==> src/rtl/seq_detect_prog_if.sv <==
// seq_detect_prog_if
//   Bundles the serial data, configuration and result signals of the
//   programmable sequence detector.
//   master : stream/config source (drives x_*, cfg_*, cnt_clr; reads results)
//   slave  : detector (reads x_*, cfg_*, cnt_clr; drives z_out, match_cnt, cfg_len_o)
interface seq_detect_prog_if #(
    parameter int MAX_LEN = 8,
    parameter int LEN_W   = 4,
    parameter int CNT_W   = 8
);
    logic               x_in;
    logic               x_valid;
    logic               cfg_we;
    logic [MAX_LEN-1:0] cfg_pattern;
    logic [LEN_W-1:0]   cfg_len;
    logic               cfg_overlap;
    logic               cnt_clr;
    logic               z_out;
    logic [CNT_W-1:0]   match_cnt;
    logic [LEN_W-1:0]   cfg_len_o;

    modport master (
        output x_in, x_valid, cfg_we, cfg_pattern, cfg_len, cfg_overlap, cnt_clr,
        input  z_out, match_cnt, cfg_len_o
    );

    modport slave (
        input  x_in, x_valid, cfg_we, cfg_pattern, cfg_len, cfg_overlap, cnt_clr,
        output z_out, match_cnt, cfg_len_o
    );
endinterface

==> src/rtl/seq_detect_prog.sv <==
// seq_detect_prog
//   Programmable serial bit-pattern detector. Samples x_in whenever x_valid
//   is high, compares the most recent len bits against a runtime-loaded
//   pattern, pulses z_out for one cycle per match and keeps a saturating
//   match count. Overlapping or non-overlapping matching is selectable.
// Ports
//   clk   : system clock, rising edge
//   reset : asynchronous, active-high reset
//   bus   : slave side of seq_detect_prog_if
//           in : x_in, x_valid, cfg_we, cfg_pattern, cfg_len, cfg_overlap, cnt_clr
//           out: z_out (registered pulse), match_cnt, cfg_len_o (clamped length)
module seq_detect_prog #(
    parameter int                 MAX_LEN     = 8,
    parameter int                 LEN_W       = 4,
    parameter int                 CNT_W       = 8,
    parameter logic [MAX_LEN-1:0] RST_PATTERN = MAX_LEN'(8'b0000_0101),
    parameter int                 RST_LEN     = 3,
    parameter bit                 RST_OVERLAP = 1'b1
) (
    input logic              clk,
    input logic              reset,
    seq_detect_prog_if.slave bus
);

    localparam logic [LEN_W-1:0] MAX_LEN_L = LEN_W'(MAX_LEN);
    localparam logic [LEN_W-1:0] MIN_LEN_L = LEN_W'(2);
    localparam int               RST_LEN_I = (RST_LEN > MAX_LEN) ? MAX_LEN :
                                             (RST_LEN < 2)       ? 2 : RST_LEN;
    localparam logic [LEN_W-1:0] RST_LEN_L = LEN_W'(RST_LEN_I);
    localparam logic [CNT_W-1:0] CNT_MAX   = {CNT_W{1'b1}};

    function automatic logic [LEN_W-1:0] clamp_len(input logic [LEN_W-1:0] l);
        if (l > MAX_LEN_L)
            return MAX_LEN_L;
        else if (l < MIN_LEN_L)
            return MIN_LEN_L;
        else
            return l;
    endfunction

    logic [MAX_LEN-1:0] pattern_q;
    logic [LEN_W-1:0]   len_q;
    logic               overlap_q;
    // Only MAX_LEN-1 past bits are stored: together with the incoming bit
    // they form the full MAX_LEN-bit window that is compared, and the oldest
    // bit would fall out on the very shift that could use it.
    logic [MAX_LEN-2:0] history_q;
    logic [LEN_W-1:0]   fill_q;
    logic               z_q;
    logic [CNT_W-1:0]   cnt_q;

    logic [MAX_LEN-1:0] history_next;
    logic [LEN_W-1:0]   fill_inc;
    logic [MAX_LEN-1:0] len_mask;
    logic               match;

    assign history_next = {history_q, bus.x_in};
    assign fill_inc     = (fill_q >= MAX_LEN_L) ? MAX_LEN_L : fill_q + LEN_W'(1);

    always_comb begin
        len_mask = '0;
        for (int i = 0; i < MAX_LEN; i++)
            len_mask[i] = (LEN_W'(i) < len_q);
    end

    // A config load owns the cycle: the bit offered alongside it is dropped.
    assign match = bus.x_valid && !bus.cfg_we && (fill_inc >= len_q) &&
                   ((history_next & len_mask) == (pattern_q & len_mask));

    always_ff @(posedge clk or posedge reset) begin
        if (reset) begin
            pattern_q <= RST_PATTERN;
            len_q     <= RST_LEN_L;
            overlap_q <= RST_OVERLAP;
            history_q <= '0;
            fill_q    <= '0;
            z_q       <= 1'b0;
            cnt_q     <= '0;
        end else begin
            if (bus.cfg_we) begin
                pattern_q <= bus.cfg_pattern;
                len_q     <= clamp_len(bus.cfg_len);
                overlap_q <= bus.cfg_overlap;
                history_q <= '0;
                fill_q    <= '0;
                z_q       <= 1'b0;
            end else begin
                z_q <= match;
                if (bus.x_valid) begin
                    history_q <= history_next[MAX_LEN-2:0];
                    // Non-overlapping: restart the fill so the next match
                    // needs len fresh bits.
                    fill_q    <= (match && !overlap_q) ? '0 : fill_inc;
                end
            end

            if (bus.cnt_clr)
                cnt_q <= '0;
            else if (match && (cnt_q != CNT_MAX))
                cnt_q <= cnt_q + CNT_W'(1);
        end
    end

    assign bus.z_out     = z_q;
    assign bus.match_cnt = cnt_q;
    assign bus.cfg_len_o = len_q;

endmodule

==> src/flat_wrapper.sv <==
// flat-port wrapper written by rule: the top's interface ports become plain ports
module seq_detect_prog_flat 
#(
    parameter int                 MAX_LEN     = 8,
    parameter int                 LEN_W       = 4,
    parameter int                 CNT_W       = 8,
    parameter logic [MAX_LEN-1:0] RST_PATTERN = MAX_LEN'(8'b0000_0101),
    parameter int                 RST_LEN     = 3,
    parameter bit                 RST_OVERLAP = 1'b1
)
  (clk, reset, bus_x_in, bus_x_valid, bus_cfg_we, bus_cfg_pattern, bus_cfg_len, bus_cfg_overlap, bus_cnt_clr, bus_z_out, bus_match_cnt, bus_cfg_len_o);
  seq_detect_prog_if #(.MAX_LEN(MAX_LEN), .LEN_W(LEN_W), .CNT_W(CNT_W)) bus_i ();
  input logic clk;
  input logic reset;
  input wire logic [$bits(bus_i.x_in)-1:0] bus_x_in;
  input wire logic [$bits(bus_i.x_valid)-1:0] bus_x_valid;
  input wire logic [$bits(bus_i.cfg_we)-1:0] bus_cfg_we;
  input wire logic [$bits(bus_i.cfg_pattern)-1:0] bus_cfg_pattern;
  input wire logic [$bits(bus_i.cfg_len)-1:0] bus_cfg_len;
  input wire logic [$bits(bus_i.cfg_overlap)-1:0] bus_cfg_overlap;
  input wire logic [$bits(bus_i.cnt_clr)-1:0] bus_cnt_clr;
  output wire logic [$bits(bus_i.z_out)-1:0] bus_z_out;
  output wire logic [$bits(bus_i.match_cnt)-1:0] bus_match_cnt;
  output wire logic [$bits(bus_i.cfg_len_o)-1:0] bus_cfg_len_o;
  assign bus_i.x_in = bus_x_in;
  assign bus_i.x_valid = bus_x_valid;
  assign bus_i.cfg_we = bus_cfg_we;
  assign bus_i.cfg_pattern = bus_cfg_pattern;
  assign bus_i.cfg_len = bus_cfg_len;
  assign bus_i.cfg_overlap = bus_cfg_overlap;
  assign bus_i.cnt_clr = bus_cnt_clr;
  assign bus_z_out = bus_i.z_out;
  assign bus_match_cnt = bus_i.match_cnt;
  assign bus_cfg_len_o = bus_i.cfg_len_o;
  seq_detect_prog #(.MAX_LEN(MAX_LEN), .LEN_W(LEN_W), .CNT_W(CNT_W), .RST_PATTERN(RST_PATTERN), .RST_LEN(RST_LEN), .RST_OVERLAP(RST_OVERLAP)) u_core (.clk(clk), .reset(reset), .bus(bus_i));
endmodule
==> config.mk <==
export PLATFORM = sky130hd
export DESIGN_NAME = seq_detect_prog_flat
export DESIGN_NICKNAME = d
export VERILOG_FILES = /design/src/rtl/seq_detect_prog_if.sv /design/src/rtl/seq_detect_prog.sv /design/src/flat_wrapper.sv
export SDC_FILE = /design/constraint.sdc
export NUM_CORES = 1
export LEC_CHECK = 0
export ABC_AREA = 1
export CORE_UTILIZATION = 50
export CTS_CLUSTER_DIAMETER = 60
export DETAILED_ROUTE_END_ITERATION = 8
export GPL_ROUTABILITY_DRIVEN = 1
export PLACE_DENSITY = 0.8
export SYNTH_ARGS = -nofsm -noshare
export SYNTH_HDL_FRONTEND = slang
export SYNTH_SLANG_ARGS = --single-unit
==> constraint.sdc <==
create_clock -name clk -period 2.4 [get_ports clk]
set_input_delay 0.72 -clock clk [delete_from_list [all_inputs] [get_ports clk]]
set_output_delay 0.72 -clock clk [all_outputs]
set_load 0.02 [all_outputs]
==> Word-level counts from Yosys, hierarchy flattened <==
Cells that the tools add are included.
W data, S select, Z words.
{ "classes": {"n_reduce_logical": 9, "eq_ne": 2, "n_addsub": 2, "bitwise_logic": 2, "mux": 11, "order_cmp": 12} }
{ "op_table": {"columns": ["op", "n"], "rows": [
  ["$mux W4", 6],
  ["$and A8 B8 Y8", 2],
  ["$lt A3 B4 Y1 const A", 4],
  ["$mux W8", 2],
  ["$mux W7", 2],
  ["$add A8 B1 Y8 const B", 1],
  ["$eq A8 B8 Y1", 1],
  ["$lt A1 B4 Y1 const A", 2],
  ["$lt A2 B4 Y1 const A", 2],
  ["$ne A8 B8 Y1 const B", 1],
  ["$logic_and A1 B1 Y1", 5],
  ["$add A4 B1 Y4 const B", 1],
  ["$ge A4 B4 Y1", 1],
  ["$ge A4 B4 Y1 const B", 1],
  ["$gt A4 B4 Y1 const B", 1],
  ["$lt A4 B2 Y1 const B", 1],
  ["$reduce_bool A2 Y1", 2],
  ["$logic_not A1 Y1", 2],
  ["$mux W1", 1]
]} }
{ "word_totals": {"inputBits": 19, "register_bits": 33, "output_inout_bits": 13, "elab_cells": 45} }

==> Longest topological paths before layout <==
Gate-level depths: netlist (run 1).
{ "logic_depth": {"word_depth": 9, "depth_mapped": 14, "ltp_nobuf": 14} }

==> Worst setup path before layout (run 1) <==
Ideal clock, no wire load.
{ "synth_path": {"path_kind": "flip-flop to flip-flop", "from": "register u_core.fill_q[0]", "to": "register u_core.fill_q[3]", "required_ps": 2283, "setup_ps": 117, "period_less_slack_ps": 1946, "arrival_time_ps": 1829, "stages_incl_launch_ff": 14, "path_slack_ps": 454, "path_buffers": 0, "cell_sequence": "dfrtp_1 inv_1 ha_1 inv_1 nor2_1 ha_1 nand2_1 nor2_1 nand3b_1 nand3_1 nor2_8 nand2_4 nand2_1 nand2_1"} }
{ "synth_between": {"elab_chain_len": 9, "word_cells_on_any_way": 10, "classes_between": "add/sub: 1; order compare: 2; mux: 4; reduce/logical: 3"} }
{ "synth_lines": {"columns": ["item", "line_no", "source"], "rows": [
  ["from (decl)", "seq_detect_prog.sv:48", "logic [LEN_W-1:0] fill_q;"],
  ["from (signal assigned)", "seq_detect_prog.sv:93", "fill_q <= (match && !overlap_q) ? '0 : fill_inc;"],
  ["$add A4 B1 Y4 or $ge A4 B4 Y1 (tied branches)", "seq_detect_prog.sv:58", "assign fill_inc = (fill_q >= MAX_LEN_L) ? MAX_LEN_L : fill_q + LEN_W'(1);"],
  ["$mux W4 (*)", "seq_detect_prog.sv:58", null],
  ["$ge A4 B4 Y1", "seq_detect_prog.sv:67", "assign match = bus.x_valid && !bus.cfg_we && (fill_inc >= len_q) &&"],
  ["$logic_and A1 B1 Y1 (2 in a row)", "seq_detect_prog.sv:67", null],
  ["$logic_and A1 B1 Y1", "seq_detect_prog.sv:93", null],
  ["$mux W4 (*)", "seq_detect_prog.sv:93", null],
  ["$mux W4 (*)", "seq_detect_prog.sv:89", "if (bus.x_valid) begin"],
  ["$mux W4 (*)", "seq_detect_prog.sv:80", "if (bus.cfg_we) begin"]
]} }
Every way passes the cells marked *; elsewhere a longest branch is shown, timed or not. The select of a mux whose other input is x is not followed.
A chain may end at the register's enable or synchronous reset.

==> Worst setup path after layout (run 1) <==
{ "layout_path": {"from": "register u_core.len_q[0], in the netlist u_core.bus.cfg_len_o[0]", "to": "output bus_cfg_len_o[0]"} }
{ "layout_rtl": {"columns": ["item", "line_no", "source"], "rows": [
  ["from (decl)", "seq_detect_prog.sv:42", "logic [LEN_W-1:0] len_q;"],
  ["from (signal assigned)", "seq_detect_prog.sv:82", "len_q <= clamp_len(bus.cfg_len);"],
  ["to (decl)", "flat_wrapper.sv:24", "output wire logic [$bits(bus_i.cfg_len_o)-1:0] bus_cfg_len_o;"]
]} }
No word-level cell between the ends.

==> flow_summary.yaml, run 1 <==
run_status:
  run_status: "completed"
worst_hold_path:
  hp-class: "reg -> reg"
sta:
  tns_ns: 0
  tightestPinTransition_ns: 0.446
  maxSlewViolCount: 0
  fmax_mhz: 454
  layout_min_cycle_time_ns: 2.20
  skew_ns: 0.00450
  holdWs_ns: 0.493
  timing.final.hold_violations: 0
  rsz0062_at_grt: "no"
  relSlewSlack_pct: 70.2
  period_share_pct: 91.8
  setup_violations: 0
final_layout:
  syn_to_final_growth_pct: 25.0
  postLayoutCellArea_sq_mm: 0.00233
  n_fill_cell: 306
  drive_gt1_share_pct: 9.22
  final_nets: 307
  diodes: 0
clock_network:
  clockBufferDepth: 2
  post_cts_buffers: 0
  cts_resized: 0
  h-tree-depth: 2
  holdBufCountCts: 0
  cts_made_buffers: 5
  cts_tree: "yes"
  clock_tree.root_cell: "clkbuf_8"
  cts.sinks: 33
  clkTransAtPathRegs_ns: 0.07
  clk_latency_ns: 0.28
grt:
  grt_pass1_vias: 1611
  grt_pass1_wl_microns: 6780
  antenna_found_initial: 0
  grt.met3_usage_pct: 5.98
  grt_usage_pct: 22.1
  busiest_layer: "met2"
  grt_max_degree: 34
  met2_usage_pct: 35.9
  grt-ovfl-total: 0
  met1_usage_pct: 27.5
setup_path:
  crit_slowest_cell: "clkdlybuf4s50_1"
  crit_chain: "clkdlybuf4s50_1"
  critical_path_class: "reg -> out"
  cpLargestDelayFamily: "buffers and inverters"
  max_stage_delay_ns: 0.61
  cp.required_ns: 1.68
  cp_max_fo: 5
  endpoint_kind: "primary output"
  path_buf_inv: 1
  crit_arrival_ns: 1.48
  cp-start-kind: "register"
synthesis:
  synth_commonest_cells: "nand2_1, inv_1, dfrtp_1"
  ys_ff_latch: 33
  ys_types: 26
  ys.flop_type: "dfrtp_1"
  synth_area_per_cell_sq_um: 7.62
  synth_area_leader_cell: "dfrtp_1"
  yosysWarnings: 0
  synth_edf_count: 0
  syn_area_sq_mm: 0.00187
  synth_top_area_share_pct: 37.5
  ys_seq_area_share_pct: 44.5
  syn_nets: 271
  async_reset_ff_share_pct: 100
  netlist_instances: 245
  synth.most_common_cell: "nand2_1"
  synthTopCellsByArea: "dfrtp_1, nand2_1, inv_1"
routing:
  drc: 0
  final_antenna_net_count: 0
  drt_first_iter_violations: 80
  first_pass_iters: 4
  vias: 1649
  wl_per_cell_microns: 11.3
  routed_wl_microns: 3720
  routed_via_density: 5.03
die:
  dieArea_sq_mm: 0.00398
  row_count: 21
  start_util_pct: 53.9
  dieWidth_microns: 63.1
  die_h_microns: 63.1
  pin_count: 32
  coreArea_sq_mm: 0.00347
placed_design:
  place_area_sq_mm: 0.00223
  numPortBuffers: 31
  dp_hpwl_microns: 2740
  globalplace.congestion: 0.845
power:
  leakage_nw: 1.22
  power_density_mw_per_mm2: 542
  ir_worst_vdd_mv: 0.406
job:
  drv_cap: 0
-- final timing paths --
path	startpoint	end	slack [ns]	depth (start not counted)
setup / recovery	u_core.bus.cfg_len_o[0]	bus_cfg_len_o[0]	0.20	1
hold reg to reg	u_core.pattern_q[0]	u_core.pattern_q[0]	0.49	2
max in group asynchronous	reset	u_core.overlap_q	1.23	3
setup reg to reg	u_core.fill_q[0]	u_core.fill_q[3]	0.25	13
hold / removal	u_core.pattern_q[0]	u_core.pattern_q[0]	0.49	2
min in group asynchronous	reset	u_core.fill_q[2]	0.83	3
-- logic make-up after synthesis --
family,count (synthesis),share of synthesized area (%)
simple gates,135,32.6
buf+inv,42,8.57
flops,33,44.5
compound gates,21,6.30
xor+xnor,7,3.28
fa+ha+maj,7,4.69
-- cell type report --
cell class	count	area, sq um	area share, %
clock buffers	7	96.3	4.13
clock inverters	1	5.00	0.214
inverters	38	143	6.11
multi-input cells	170	876	37.5
flip-flops and latches	33	832	35.6
well taps	46	57.6	2.47
repair buffers	33	325	13.9
-- state kept, by name, indices dropped and copies added, names as in the netlist --
name,cells
u_core.fill_q,4
u_core.history_q,7
u_core.pattern_q,8
u_core.bus.cfg_len_o,4
u_core.bus.match_cnt,8
u_core.overlap_q,1
u_core.bus.z_out,1
-- cell usage in the layout (no fill, tap or decap) --
master,n
a211o_1,1
a21oi_1,3
buf_4,2
clkbuf_8,7
clkdlybuf4s50_1,31
clkinv_2,1
dfrtp_1,28
dfstp_2,5
ha_1,7
inv_1,36
inv_2,2
nand2_1,82
nand2_2,2
nand2_4,1
nand3_1,14
nand3_2,1
nand3b_1,2
nand4_1,7
nand4_2,1
nor2_1,18
nor2_2,2
nor2_4,1
nor2_8,1
nor3_1,3
o21ai_0,10
o22ai_1,7
xnor2_1,2
xor2_1,5
-- stage by stage --
step / utilization, % / power (mW) / instances / worst slack, ns
after floorplan: - / 0.743 / 245 / 0.454
after global placement: 64.4 / 0.814 / 320 / 0.244
after detailed placement: 64.4 / 0.817 / 320 / 0.215
after CTS: 67.3 / 1.28 / 328 / 0.178
after global routing: 67.3 / 1.34 / 328 / 0.0554
final: 67.3 / 1.26 / 328 / 0.197
-- report_power, final --
part / total, mW / leakage [nW] / switching (mW) / internal, mW
sequential: 0.608 / 0.426 / 0.0213 / 0.587
combinational: 0.200 / 0.743 / 0.116 / 0.0838
clock: 0.457 / 0.0542 / 0.198 / 0.259
total: 1.26 / 1.22 / 0.335 / 0.929
-- routing by layer --
layer	wire [microns]	up-vias
li1	-	846
met1	1740	746
met2	1740	51
met3	179	6
met4	55	0
met5	0	-
Note: power is estimated with default switching activity, not from simulation.
==> inputs of run 2 (changes only) <==
--- a/config.mk
+++ b/config.mk
@@ -6,11 +6,12 @@
 export NUM_CORES = 1
 export LEC_CHECK = 0
 export ABC_AREA = 1
-export CORE_UTILIZATION = 50
+export CORE_UTILIZATION = 35
 export CTS_CLUSTER_DIAMETER = 60
 export DETAILED_ROUTE_END_ITERATION = 8
 export GPL_ROUTABILITY_DRIVEN = 1
-export PLACE_DENSITY = 0.8
+export GPL_TIMING_DRIVEN = 1
+export PLACE_DENSITY = 0.61
 export SYNTH_ARGS = -nofsm -noshare
 export SYNTH_HDL_FRONTEND = slang
 export SYNTH_SLANG_ARGS = --single-unit
==> run 2 against run 1 <==
Via count down 1.5%. Highest routed layer unchanged. Critical path type unchanged. Worst setup slack worse by 0.0068 ns. Worst hold slack improved by 0.0025 ns. Global-route usage fell by 6.8 points.
==> flow_summary.yaml, run 2 (same netlist as run 1, synthesis figures left out) <==
worst_hold_path:
  hold_start: "u_core.pattern_q[0]"
  whs_path_depth: 2
  worstHoldEndpoint: "u_core.pattern_q[0]"
  hp-class: "reg -> reg"
placed_design:
  dp_hpwl_microns: 2860
  place_area_sq_mm: 0.00227
  numPortBuffers: 31
  globalplace.congestion: 0.776
  place_ws_ns: 0.202
clock_network:
  clk_latency_ns: 0.28
  clkTransAtPathRegs_ns: 0.07
  cts.sinks: 33
  clock_tree.root_cell: "clkbuf_8"
  cts_made_buffers: 5
  cts_resized: 0
  cts_tree: "yes"
  post_cts_buffers: 0
  holdBufCountCts: 0
  h-tree-depth: 2
  clockBufferDepth: 2
sta:
  skew_ns: 0.00619
  fin_ws_ns: 0.190
  layout_min_cycle_time_ns: 2.21
  tightestPinTransition_ns: 0.436
  maxSlewViolCount: 0
  rsz0062_at_grt: "no"
  period_share_pct: 92.1
  relSlewSlack_pct: 70.9
  timing.final.hold_violations: 0
  tns_ns: 0
  setup_violations: 0
  fmax_mhz: 453
die:
  dieArea_sq_mm: 0.00563
  pin_count: 32
  row_count: 26
  coreArea_sq_mm: 0.00511
  die_h_microns: 75.1
  dieWidth_microns: 75.1
  start_util_pct: 36.6
setup_path:
  crit_chain: "clkdlybuf4s50_1"
  max_stage_delay_ns: 0.62
  cp.required_ns: 1.68
  crit_arrival_ns: 1.49
  r2r_setup_slack_ns: 0.25
  cp-start-kind: "register"
  endpoint_kind: "primary output"
  crit-reg2reg-launch: "u_core.fill_q[0]"
  crit_start: "u_core.bus.cfg_len_o[0]"
  reg2reg_depth: 13
  rr_endpoint: "u_core.fill_q[3]"
  crit_slowest_cell: "clkdlybuf4s50_1"
  cpLargestDelayFamily: "buffers and inverters"
  critical_path_class: "reg -> out"
  cp_max_fo: 5
  path_buf_inv: 1
job:
  drv_cap: 0
final_layout:
  diodes: 0
  postLayoutCellArea_sq_mm: 0.00239
  drive_gt1_share_pct: 9.19
  final_cell_mix: "nand2_1, inv_1, clkdlybuf4s50_1"
  layout_commonest_cell: "nand2_1"
  syn_to_final_growth_pct: 27.8
  final_nets: 308
grt:
  grt-ovfl-total: 0
  grt_max_degree: 34
  grt_pass1_vias: 1466
  grt_pass1_wl_microns: 6540
  grt_usage_pct: 15.3
  antenna_found_initial: 0
routing:
  first_pass_iters: 5
  routed_wl_microns: 3770
  wl_per_cell_microns: 10.7
  vias: 1625
  drt_first_iter_violations: 92
  final_antenna_net_count: 0
  drc: 0
  routed_via_density: 4.60
power:
  p_clk_share_pct: 39.8
  intPower_mw: 1.01
  p_seq_share_pct: 45.1
  netSwitchingPower_mw: 0.335
  leakage_nw: 1.23
  p_sw_share_pct: 24.9
  p_comb_share_pct: 15.0
  ir_worst_vdd_mv: 0.333
  power_density_mw_per_mm2: 563
run_status:
  run_status: "completed"
run 2: cell types whose count changed in the layout (fill, tap and decap cells not counted):
cell       before  now
clkbuf_8        7    6
buf_4           2    3
clkbuf_1        0    1
bufinv_16       0    1
clkinv_2        1    0
run 2: metal layers:
layer / global-route usage (%) / up-vias / wire length, microns
met3: 3.61 / 6 / 168
met4: 5.03 / 0 / 68
met1: 21.3 / 736 / 1880
met2: 23.3 / 39 / 1660
met5: 0 / - / 0
li1: - / 844 / -
run 2: worst max-delay path by stage:
| stage | to | cells after the start |
|---|---|---|
| finish | bus_cfg_len_o[0] | 1 |
| global route | u_core.fill_q[3] | 13 |
| CTS | bus_cfg_len_o[0] | 1 |
| detailed placement | u_core.fill_q[3] | 10 |
| global placement | u_core.fill_q[1] | 12 |
| floorplan | u_core.fill_q[3] | 13 |
run 2: per-stage QoR:
stage	hold slack [ns]	cells	power (mW)	util (%)
6_report	0.495	353	1.35	46.7
5_1_grt	0.540	353	1.41	46.7
4_1_cts	0.497	353	1.36	46.7
3_5_place_dp	0.486	345	0.821	44.5
3_3_place_gp	0.480	345	0.818	44.5
2_1_floorplan	0.461	245	0.743	-
run 2: layout make-up:
cell class / instances / area [sq um]
Clock buffer: 7 / 86.3
Clock inverter: 1 / 30.0
Fill cell: 532 / 2720
Inverter: 38 / 143
Multi-Input combinational cell: 170 / 876
Sequential cell: 33 / 832
Tap cell: 70 / 87.6
Timing Repair Buffer: 34 / 333
run 2: power groups by stage:
stage	logic, mW	registers (mW)	clock network (mW)
floorplan	0.124	0.619	0
global placement	0.201	0.617	0
detailed placement	0.205	0.617	0
CTS	0.205	0.607	0.553
global route	0.234	0.610	0.568
finish	0.202	0.607	0.536
